### config.mk
export PLATFORM = sky130hd
export DESIGN_NAME = nn_layer_serializer_flat
export DESIGN_NICKNAME = d
export VERILOG_FILES = /design/src/rtl/nn_layer_serializer_if.sv /design/src/rtl/nn_layer_serializer.sv /design/src/flat_wrapper.sv
export SDC_FILE = /design/constraint.sdc
export NUM_CORES = 1
export LEC_CHECK = 0
export BUFFER_PORTS_ARGS = -buffer_cell sky130_fd_sc_hd__buf_4
export CAP_MARGIN = 40
export CORE_ASPECT_RATIO = 1.5
export CORE_MARGIN = 5
export CORE_UTILIZATION = 40
export CTS_CLUSTER_SIZE = 12
export DETAILED_ROUTE_END_ITERATION = 16
export PLACE_DENSITY_LB_ADDON = 0.3
export SLEW_MARGIN = 30
export SYNTH_ARGS = -nofsm -noshare
export SYNTH_HDL_FRONTEND = slang
export SYNTH_SLANG_ARGS = --single-unit
### constraint.sdc
create_clock -name clk -period 7.74 [get_ports clk]
set_input_delay 1.548 -clock clk [delete_from_list [all_inputs] [get_ports clk]]
set_output_delay 1.548 -clock clk [all_outputs]
set_load 0.01 [all_outputs]
### src/rtl/nn_layer_serializer_if.sv
`default_nettype none
`timescale 1ns/1ps
// ============================================================================
//  Module   : nn_layer_serializer_if
//  Brief    : Valid/ready word stream carrying one neuron result per beat.
//  Revision : 1.0 - initial release
// ============================================================================
interface nn_layer_serializer_if #(
    parameter int DATA_WIDTH = 16,
    parameter int IDX_W      = 4
);
    logic [DATA_WIDTH-1:0] out_data;
    logic                  out_valid;
    logic                  out_ready;
    logic                  out_last;
    logic [IDX_W-1:0]      out_idx;

    modport master (
        output out_data,
        output out_valid,
        output out_last,
        output out_idx,
        input  out_ready
    );

    modport slave (
        input  out_data,
        input  out_valid,
        input  out_last,
        input  out_idx,
        output out_ready
    );
endinterface
`default_nettype wire

### src/rtl/nn_layer_serializer.sv
`default_nettype none
`timescale 1ns/1ps
// ============================================================================
//  Module   : nn_layer_serializer
//  Brief    : Captures a layer's parallel outputs, streams them one word per
//             beat and reports the signed argmax of each completed frame.
//  Revision : 1.0 - initial release
// ============================================================================
module nn_layer_serializer #(
    parameter  int NUM_NEURONS = 10,
    parameter  int DATA_WIDTH  = 16,
    localparam int IDX_W       = $clog2(NUM_NEURONS)
) (
    input  wire logic                                   clk,
    input  wire logic                                   rst,
    input  wire logic                                   in_valid,
    input  wire logic [NUM_NEURONS-1:0][DATA_WIDTH-1:0] in_data,
    nn_layer_serializer_if.master                       out_if,
    output logic                                        busy,
    output logic                                        overrun,
    output logic [IDX_W-1:0]                            class_idx,
    output logic                                        class_valid
);

    localparam logic [IDX_W-1:0] c_last_idx = IDX_W'(NUM_NEURONS - 1);

    typedef enum logic [0:0] {
        IDLE = 1'b0,
        SEND = 1'b1
    } state_t;

    state_t                                 state_q, state_d;
    logic [IDX_W-1:0]                       cnt_q, cnt_d;
    logic                                   in_valid_d_q;
    logic [NUM_NEURONS-1:0][DATA_WIDTH-1:0] frame_q, frame_d;
    logic [DATA_WIDTH-1:0]                  max_val_q, max_val_d;
    logic [IDX_W-1:0]                       max_idx_q, max_idx_d;
    logic [IDX_W-1:0]                       class_idx_q, class_idx_d;
    logic                                   class_valid_q, class_valid_d;
    logic                                   overrun_q, overrun_d;

    logic                  w_start;
    logic                  w_send;
    logic                  w_hs;
    logic                  w_last;
    logic [DATA_WIDTH-1:0] w_beat;
    logic                  w_take;
    logic [IDX_W-1:0]      w_best_idx;

    // The layer holds valid as a level, so only its rising edge opens a frame.
    assign w_start    = in_valid && !in_valid_d_q;
    assign w_send     = (state_q == SEND);
    assign w_hs       = w_send && out_if.out_ready;
    assign w_last     = (cnt_q == c_last_idx);
    assign w_beat     = frame_q[cnt_q];
    assign w_take     = (cnt_q == '0) || ($signed(w_beat) > $signed(max_val_q));
    assign w_best_idx = w_take ? cnt_q : max_idx_q;

    always_comb begin
        state_d       = state_q;
        cnt_d         = cnt_q;
        frame_d       = frame_q;
        max_val_d     = max_val_q;
        max_idx_d     = max_idx_q;
        class_idx_d   = class_idx_q;
        class_valid_d = 1'b0;
        overrun_d     = 1'b0;

        case (state_q)
            IDLE: begin
                if (w_start) begin
                    state_d   = SEND;
                    frame_d   = in_data;
                    cnt_d     = '0;
                    max_val_d = '0;
                    max_idx_d = '0;
                end
            end
            SEND: begin
                if (w_hs) begin
                    if (w_take) begin
                        max_val_d = w_beat;
                        max_idx_d = cnt_q;
                    end
                    if (w_last) begin
                        class_idx_d   = w_best_idx;
                        class_valid_d = 1'b1;
                        if (w_start) begin
                            // Zero-bubble: next frame's beat 0 follows directly.
                            frame_d   = in_data;
                            cnt_d     = '0;
                            max_val_d = '0;
                            max_idx_d = '0;
                        end else begin
                            state_d = IDLE;
                        end
                    end else begin
                        cnt_d     = cnt_q + IDX_W'(1);
                        overrun_d = w_start;
                    end
                end else begin
                    overrun_d = w_start;
                end
            end
            default: state_d = IDLE;
        endcase
    end

    always_ff @(posedge clk or posedge rst) begin
        if (rst) begin
            state_q       <= IDLE;
            cnt_q         <= '0;
            in_valid_d_q  <= 1'b0;
            frame_q       <= '0;
            max_val_q     <= '0;
            max_idx_q     <= '0;
            class_idx_q   <= '0;
            class_valid_q <= 1'b0;
            overrun_q     <= 1'b0;
        end else begin
            state_q       <= state_d;
            cnt_q         <= cnt_d;
            in_valid_d_q  <= in_valid;
            frame_q       <= frame_d;
            max_val_q     <= max_val_d;
            max_idx_q     <= max_idx_d;
            class_idx_q   <= class_idx_d;
            class_valid_q <= class_valid_d;
            overrun_q     <= overrun_d;
        end
    end

    // Stream outputs read as zero whenever no frame is held.
    assign out_if.out_valid = w_send;
    assign out_if.out_data  = w_send ? w_beat : '0;
    assign out_if.out_idx   = w_send ? cnt_q : '0;
    assign out_if.out_last  = w_send && w_last;

    assign busy        = w_send;
    assign overrun     = overrun_q;
    assign class_idx   = class_idx_q;
    assign class_valid = class_valid_q;

endmodule
`default_nettype wire

### src/flat_wrapper.sv
// flat-port wrapper written by rule: the top's interface ports become plain ports
module nn_layer_serializer_flat 
#(
    parameter  int NUM_NEURONS = 10,
    parameter  int DATA_WIDTH  = 16,
    localparam int IDX_W       = $clog2(NUM_NEURONS)
)
  (clk, rst, in_valid, in_data, busy, overrun, class_idx, class_valid, out_if_out_data, out_if_out_valid, out_if_out_last, out_if_out_idx, out_if_out_ready);
  nn_layer_serializer_if #(.DATA_WIDTH(DATA_WIDTH), .IDX_W((4))) out_if_i ();
  input  wire logic clk;
  input  wire logic rst;
  input  wire logic in_valid;
  input  wire logic [NUM_NEURONS-1:0][DATA_WIDTH-1:0] in_data;
  output logic busy;
  output logic overrun;
  output logic [IDX_W-1:0] class_idx;
  output logic class_valid;
  output wire logic [$bits(out_if_i.out_data)-1:0] out_if_out_data;
  output wire logic [$bits(out_if_i.out_valid)-1:0] out_if_out_valid;
  output wire logic [$bits(out_if_i.out_last)-1:0] out_if_out_last;
  output wire logic [$bits(out_if_i.out_idx)-1:0] out_if_out_idx;
  input wire logic [$bits(out_if_i.out_ready)-1:0] out_if_out_ready;
  assign out_if_out_data = out_if_i.out_data;
  assign out_if_out_valid = out_if_i.out_valid;
  assign out_if_out_last = out_if_i.out_last;
  assign out_if_out_idx = out_if_i.out_idx;
  assign out_if_i.out_ready = out_if_out_ready;
  nn_layer_serializer #(.NUM_NEURONS(NUM_NEURONS), .DATA_WIDTH(DATA_WIDTH)) u_core (.clk(clk), .rst(rst), .in_valid(in_valid), .in_data(in_data), .out_if(out_if_i), .busy(busy), .overrun(overrun), .class_idx(class_idx), .class_valid(class_valid));
endmodule
# Yosys cells after proc, flatten, opt, wreduce, memory -nomap -nowiden
# Index checks and enable logic that the tools add are counted.
# W data, S select, Z words.
# totals
reg_bits,192
input_bits,164
output_inout_bits,29
word_cells,69
# op_classes
add_sub_neg,1
n_lt_le_gt_ge,2
n_eq_ne,4
mux,34
bitwise_logic,1
n_reduce_logical,9
# ops
operator,count
$mux W160,3
$pmux W160 S2,1
$mux W16,7
$bmux W16 S4,1
$mux W4,9
$pmux W16 S2,1
$gt A16 B16 Y1,1
$pmux W4 S2,2
$mux W1,9
$lt A4 B5 Y1 const B,1
$add A4 B1 Y4 const B,1
$eq A4 B4 Y1 const B,1
$logic_not A4 Y1,1
$ne A2 B2 Y1 const B,2
$reduce_and A2 Y1,2
$logic_and A1 B1 Y1,3
$reduce_and A3 Y1,1
$ne A2 B1 Y1 const B,1
$pmux W1 S2,1
$logic_not A1 Y1,1
$logic_or A1 B1 Y1,1
$not A1 Y1,1

# Longest topological paths before layout
# Gate-level depths: netlist (run 1).
# depth
ltp_word,9
mapped_depth,16
depth_no_buf,13

# Least setup slack after synthesis (run 1)
# No wires, ideal clock.
# synth_path
path_type,reg-to-reg
startpoint,reg u_core.cnt_q[0]
endpoint,reg u_core.max_idx_q[1]
setup_ns,0.121
t_arrival_ns,3.490
required_time_ns,7.619
setup_slack_ns,4.129
stages_incl_launch_ff,14
path_buffers,3
synth_period_minus_slack_ns,3.611
path_cell_list,dfrtp_1 > buf_2 > buf_2 > mux4_2 > a21oi_1 > a21oi_1 > ha_1 > nand4_2 > or4_4 > nand2_2 > a21o_1 > nand3_4 > buf_6 > a32o_2
# synth_via
elab_chain_len,9
elab_cells_between_ends,11
classes_between,1 x order compare; 1 x eq/ne; 7 x mux; 2 x reduce/logical
# synth_rtl
element,line_no,text
start: declaration,nn_layer_serializer.sv:33,"logic [IDX_W-1:0] cnt_q, cnt_d;"
start signal: assignment,nn_layer_serializer.sv:122,cnt_q <= cnt_d;
$bmux W16 S4,nn_layer_serializer.sv:55,assign w_beat = frame_q[cnt_q];
$mux W16 (not written as such),nn_layer_serializer.sv:55,
$gt A16 B16 Y1,nn_layer_serializer.sv:56,assign w_take = (cnt_q == '0) || ($signed(w_beat) > $signed(max_val_q));
$logic_or A1 B1 Y1,nn_layer_serializer.sv:56,
$mux W4,nn_layer_serializer.sv:81,if (w_take) begin
$mux W4,nn_layer_serializer.sv:88,if (w_start) begin
$mux W4 (*),nn_layer_serializer.sv:85,if (w_last) begin
$mux W4 (*),nn_layer_serializer.sv:80,if (w_hs) begin
$pmux W4 S2 (*),nn_layer_serializer.sv:69,case (state_q)
end signal: assignment,nn_layer_serializer.sv:126,max_idx_q <= max_idx_d;
end: declaration,nn_layer_serializer.sv:37,"logic [IDX_W-1:0] max_idx_q, max_idx_d;"
# Mark *: on every way between the ends. The rest lies on a longest branch, timed or not. The select of a mux whose other input is x is not followed.
# A chain may end at the register's enable or synchronous reset.

# Final worst setup path (run 1)
# layout_path
startpoint,reg u_core.cnt_q[1]
endpoint,reg u_core.max_val_q[11]
# layout_via
elab_chain_len,9
elab_cells_between_ends,11
classes_between,1 x order compare; 1 x eq/ne; 7 x mux; 2 x reduce/logical
# layout_rtl
element,line_no,text
$bmux W16 S4,nn_layer_serializer.sv:55,
$mux W16 (not written as such),nn_layer_serializer.sv:55,
$gt A16 B16 Y1,nn_layer_serializer.sv:56,
$logic_or A1 B1 Y1,nn_layer_serializer.sv:56,
$mux W16,nn_layer_serializer.sv:81,
$mux W16,nn_layer_serializer.sv:88,
$mux W16 (*),nn_layer_serializer.sv:85,
$mux W16 (*),nn_layer_serializer.sv:80,
$pmux W16 S2 (*),nn_layer_serializer.sv:69,
end signal: assignment,nn_layer_serializer.sv:125,max_val_q <= max_val_d;
end: declaration,nn_layer_serializer.sv:36,"logic [DATA_WIDTH-1:0] max_val_q, max_val_d;"
# Marks and branches as above.

==> results.cfg, run 1 <==
[global_routing]
largest_net_degree_at_the_start_of_global_routing = 121
globalRouteOverflowTotal = 0
grt_util_overall = 0.188
grt_antenna_before_repair = 0
grt_pass1_vias = 6714
grt_pass1_wl_mm = 37.9

[clock_network]
cts.htree.levels = 4
clockRootBuffer = sky130_fd_sc_hd__clkbuf_16
tritoncts_num_sinks = 192
postCtsSetupRepairBufs = 0
cts-hold-fix-buffers = 0
clkLatencyLatePin_ns = 0.43
cts_made_buffers = 17
clkSlewWorstSetupHoldPaths_ns = 0.07
cts_tree = done
number_of_instances_resized_during_post_cts_repair = 0
ctsLongestPathBuffers = 2

[finish]
final_layout_size_suffix_gt1_frac = 0.535
fillers = 2009
flow.area_growth_from_synthesis_pct = 26.1
final_cell_mix = sky130_fd_sc_hd__buf_4 (197), sky130_fd_sc_hd__dfrtp_1 (190), sky130_fd_sc_hd__mux2_2 (160)
final_common_cell = sky130_fd_sc_hd__buf_4
multi_input_comb_area_sq_um = 4090
nets = 1032
regArea_sq_um = 4810
fin_area_sq_um = 11600
number_of_diodes_added_for_antenna_fixing = 0

[synth]
yosysUniqueCellTypes = 46
synth_compound_area_frac = 0.0805
synthMuxAreaShare = 0.292
synthAdderAreaFrac = 0.0258
asyncSetResetFlopFracSynth = 1.00
netlist.area_leader.share = 0.522
ys.warnings.count = 0
netlist_top_cells_area = sky130_fd_sc_hd__dfrtp_1 (52%), sky130_fd_sc_hd__mux2_2 (20%), sky130_fd_sc_hd__mux4_2 (7.8%)
post_synth_instance_area_sq_um = 9200
synth-main-ff-cell = sky130_fd_sc_hd__dfrtp_1
syn_nets = 852
parity_gate_share_of_the_synthesized_area_counting_xor_and_xnor_cells = 0.000952
simple_gate_share_of_the_synthesized_area = 0.0446
synth_top_family_by_area = multiplexers
ys_seq_elements = 192
synth-edff-count = 0
yosys.area.top_type = sky130_fd_sc_hd__dfrtp_1
syn_inst = 669
synth_seq_area_share = 0.522
mean_instance_size_in_the_synthesized_netlist_sq_um = 13.8

[placed_design]
detailedPlacementHpwl_mm = 18.1
routabilityCongestion = 0.836
place.port_buffers = 192
dpl_cell_area_sq_um = 11000

[routing]
route.detailed.vias_per_inst = 5.41
routedWlPerCell_um = 21.2
drt_drc_violations_left = 0
detail_route.wirelength_mm = 24.2
drt_first_iter_violations = 300
vias = 6182
dr.pass1.iters = 4
postRouteAntennaNets = 0

[floorplan]
top_level_ports = 193
dieArea_sq_um = 26200
fp-row-count = 68
fp.dieH_um = 196
die_span_in_x_um = 134
core_region_area_sq_um = 22900
start_util = 0.402

[setup_path]
reg2reg_slack_ns = 3.20
destination_of_the_worst_register_to_register_timing_path = u_core.max_val_q[11]
crit_arrival_ns = 4.90
rr_worst_depth = 13
critPathRequiredTime_ns = 8.11
worst_r2r_startpoint = u_core.cnt_q[1]
timing.critical_path.from_type = flop
timing.setup.critical_path_class = flop to flop
setup.worst_path.end_class = flop
worst-path-max-fanout = 39

[worst_hold_path]
min_from = u_core.max_val_q[10]
min_path_cells = 1
hold_path.class = flop to flop
min_to = u_core.max_val_q[10]

[sta]
worst_slew_pin_slew_ns = 0.700
setup_viol = 0
finClkSkew_ns = 0.0130
final_hold_viol_count = 0
max_freq_mhz = 220
slew_violations = 0
final.period_utilization = 0.586
rsz0062_at_grt = no
totalNegativeSetupSlack_ns = 0
tmin_final_ns = 4.54
max_slew_margin = 0.532

[run_status]
outcome = complete, no violations

[pwr]
comb_power_share = 0.487
power.clock.fraction = 0.167
power_switching_share = 0.375
power.ir.vdd_worst_uv = 249
switchingPower_mw = 1.96
internal_power_mw = 3.27
p_seq_frac = 0.346
leakage_nw = 5.26
cellPowerDensity_nw_per_um2 = 451

[run]
maxCapViolations = 0
==> synth_stat cells (all sizes together) (6+ instances only) <==
master,n
o21ai,6
buf,28
nand3,7
nand2,9
and2,21
mux2i,16
ha,19
clkbuf,17
nand4,6
a32o,18
dfrtp,192
a21oi,56
mux4,32
mux2,160
inv,21
nor2,24
==> metal layers <==
layer  wire length, um  up-vias  global-route usage
li1                  -     2832                   -
met1              9670     3152               0.230
met2             12600      169               0.327
met3              1210       29              0.0359
met4               679        0              0.0705
met5                 0        -                   0
==> worst max path at each step <==
stage                          from                   end  slack [ns]  cells past startpoint
global route        u_core.cnt_q[1]   u_core.max_val_q[1]        2.90                     13
global placement    u_core.cnt_q[1]   u_core.max_idx_q[3]        2.66                     12
floorplan                       rst           u_core.busy        0.96                      1
finish              u_core.cnt_q[1]  u_core.max_val_q[11]        3.20                     13
detailed placement  u_core.cnt_q[1]   u_core.max_val_q[8]        3.19                     13
CTS                 u_core.cnt_q[1]  u_core.max_val_q[11]        3.17                     13
==> kinds of logic after synthesis <==
kind of cell,Yosys count
simple gates,75
fa+ha+maj,19
compound gates,105
flops,192
xor+xnor,1
mux,208
buf+inv,69
==> state kept, by name, indices dropped and copies added (netlist names) <==
name	cells
u_core.busy	1
u_core.class_idx	4
u_core.class_valid	1
u_core.cnt_q	4
u_core.frame_q	160
u_core.in_valid_d_q	1
u_core.max_idx_q	4
u_core.max_val_q	16
u_core.overrun	1
==> power by group through the flow <==
stage | sequential [mW] | combinational [mW] | clock [mW]
after floorplan | 1.67 | 1.86 | 0
after global placement | 1.87 | 2.44 | 0
after detailed placement | 1.83 | 2.57 | 0
after CTS | 1.81 | 2.58 | 0.899
after global routing | 1.87 | 2.78 | 0.937
final | 1.81 | 2.55 | 0.876
==> critical path, cell delays in order (launching register included) <==
cell and delay (ns):
sky130_fd_sc_hd__dfrtp_4 0.82, sky130_fd_sc_hd__inv_1 0.18, sky130_fd_sc_hd__nand2_1 0.45, sky130_fd_sc_hd__nor2_1 0.10
sky130_fd_sc_hd__a21oi_1 0.32, sky130_fd_sc_hd__a21oi_1 0.18, sky130_fd_sc_hd__ha_1 0.36, sky130_fd_sc_hd__nand4_1 0.18
sky130_fd_sc_hd__or4_4 0.59, sky130_fd_sc_hd__nand2_2 0.13, sky130_fd_sc_hd__o21ai_2 0.09, sky130_fd_sc_hd__o41ai_4 0.67
sky130_fd_sc_hd__buf_6 0.24, sky130_fd_sc_hd__a32o_2 0.13
==> stage by stage <==
step	setup WS, ns	cells	hold WS (ns)	utilization	power [mW]
final	3.20	1142	0.498	0.507	5.23
after global routing	2.90	1142	0.511	0.507	5.59
after CTS	3.17	1140	0.500	0.504	5.29
after detailed placement	3.19	1108	0.484	0.479	4.40
after global placement	2.66	1101	0.479	0.473	4.31
after floorplan	0.965	669	0.456	-	3.52
==> cell type report <==
type	instances	share of cell area
flip-flops and latches	192	0.415
multi-input cells	408	0.353
repair buffers	206	0.143
clock buffers	18	0.0379
well taps	280	0.0302
clock inverters	14	0.0125
inverters	24	0.00841
(Power assumes the default switching activity.)
==> run 2, diff against run 1 <==
Clock period 7.74 ns to 4.72 ns, I/O delays scaled along.
==> run 2 against run 1 <==
- fmax is 10% higher
- cell count is 0.26% higher
- cell area is 0.11% lower
- largest power group unchanged
- utilization is 0.055 points lower
- non-clock buffer count is 3 higher
- highest routed layer is now met5
==> results.cfg, run 2 (same netlist as run 1, synthesis figures left out) <==
[clock_network]
cts_tree = done
cts.htree.levels = 4
clockRootBuffer = sky130_fd_sc_hd__clkbuf_16
postCtsSetupRepairBufs = 0
cts_made_buffers = 17
clkSlewWorstSetupHoldPaths_ns = 0.07
ctsLongestPathBuffers = 2
number_of_instances_resized_during_post_cts_repair = 0
tritoncts_num_sinks = 192
cts-hold-fix-buffers = 0
clkLatencyLatePin_ns = 0.44

[routing]
dr.pass1.iters = 4
route.detailed.vias_per_inst = 5.39
postRouteAntennaNets = 0
detail_route.wirelength_mm = 23.9
vias = 6171
drt_first_iter_violations = 296
routedWlPerCell_um = 20.9
drt_drc_violations_left = 0

[placed_design]
routabilityCongestion = 0.826
place.port_buffers = 192
detailedPlacementHpwl_mm = 17.7
placedCellCount = 1113

[setup_path]
setup.worst_path.end_class = flop
path_common_cell = sky130_fd_sc_hd__a21oi_1
worst_r2r_startpoint = u_core.cnt_q[0]
critPathRequiredTime_ns = 5.09
timing.setup.critical_path_class = flop to flop
timing.critical_path.from_type = flop
critical-path-max-stage-delay_ns = 0.82
worst-path-max-fanout = 30
rr_worst_depth = 12
critical_path.startpoint = u_core.cnt_q[0]
cp_cell_sequence = buf_12 > mux4_2 > a21oi_1 > a21oi_1 > ha_1 > nand4_2 > or4_4 > nand2_2 > o21ai_2 > o41ai_4 > buf_4 > a32o_2
crit_arrival_ns = 4.49
critical_path.slowest_cell = sky130_fd_sc_hd__dfrtp_4

[global_routing]
grt_pass1_wl_mm = 37.6
globalRouteOverflowTotal = 0
grt_antenna_before_repair = 1
largest_net_degree_at_the_start_of_global_routing = 91
grt_pass1_vias = 6647
grt_util_overall = 0.186

[pwr]
cellPowerDensity_nw_per_um2 = 740
power.ir.vdd_worst_uv = 331
leakage_nw = 5.27

[sta]
worst_slew_pin_slew_ns = 0.676
final_hold_viol_count = 0
final.period_utilization = 0.874
max_slew_margin = 0.547
slew_violations = 0
setup_viol = 0
max_freq_mhz = 242
tmin_final_ns = 4.12
finClkSkew_ns = 0.0114
totalNegativeSetupSlack_ns = 0
rsz0062_at_grt = no

[run]
maxCapViolations = 0

[finish]
nets = 1035
regArea_sq_um = 4810
largest_register_ff_count = 160
flow.area_growth_from_synthesis_pct = 25.9
largestRegisters = u_core.frame_q x160, u_core.max_val_q x16
max_flop_register = u_core.frame_q
fillers = 2037
multi_input_comb_area_sq_um = 4090
final_layout_size_suffix_gt1_frac = 0.534
fin_cells = 1145
final_cell_mix = sky130_fd_sc_hd__buf_4 (204), sky130_fd_sc_hd__dfrtp_1 (190), sky130_fd_sc_hd__mux2_2 (160)
final_common_cell = sky130_fd_sc_hd__buf_4
number_of_diodes_added_for_antenna_fixing = 0

[floorplan]
core_region_area_sq_um = 22900
dieArea_sq_um = 26200
top_level_ports = 193
start_util = 0.402
fp-row-count = 68
die_span_in_x_um = 134
fp.dieH_um = 196

[run_status]
outcome = complete, no violations

[worst_hold_path]
min_from = u_core.max_idx_q[2]
min_path_cells = 1
hold_path.class = flop to flop
## run 2: path summary, 6_finish.rpt
check                                      end  slack, ns
max                        u_core.max_val_q[1]       0.60
min                        u_core.max_idx_q[2]       0.49
max reg2reg                u_core.max_val_q[1]       0.60
min reg2reg                u_core.max_idx_q[2]       0.49
max in group asynchronous    u_core.frame_q[8]       3.23
min in group asynchronous   u_core.frame_q[36]       0.57
## run 2: power by group
part / switching, mW / internal, mW
registers: 0.515 / 2.44
clock network: 0.644 / 0.852
logic: 1.97 / 2.16
## run 2: cell type report
type	count	share of cell area
multi-input cells	408	0.353
well taps	280	0.0302
clock buffers	20	0.0386
repair buffers	209	0.141
flip-flops and latches	192	0.415
inverters	24	0.00810
clock inverters	12	0.0134
## run 2: worst max-delay path, delay by kind of cell (launching register included)
kind	cells	cell delay, ns
flip-flops	1	0.82
adder cells (fa/ha/maj)	1	0.34
multiplexers	1	0.54
buffers and inverters	2	0.58
AND/OR/NAND/NOR	3	0.86
AO/OA/AOI/OAI	5	0.88
## run 2: per-layer routing
layer,share of wire,up-vias,track usage
met4,0.027,2,0.0698
met1,0.41,3131,0.235
met3,0.058,31,0.0446
met2,0.50,178,0.311
li1,-,2829,-
met5,0.00054,-,0
## run 2: metrics by stage
stage	area (sq um)	util	setup slack (ns)	total power, mW	hold slack (ns)
after floorplan	9210	-	1.11	5.78	0.456
after global placement	11000	0.479	0.665	7.04	0.474
after detailed placement	11000	0.480	0.645	7.13	0.483
after CTS	11600	0.506	0.592	8.64	0.499
after global routing	11600	0.506	0.318	9.15	0.507
final	11600	0.506	0.596	8.57	0.495
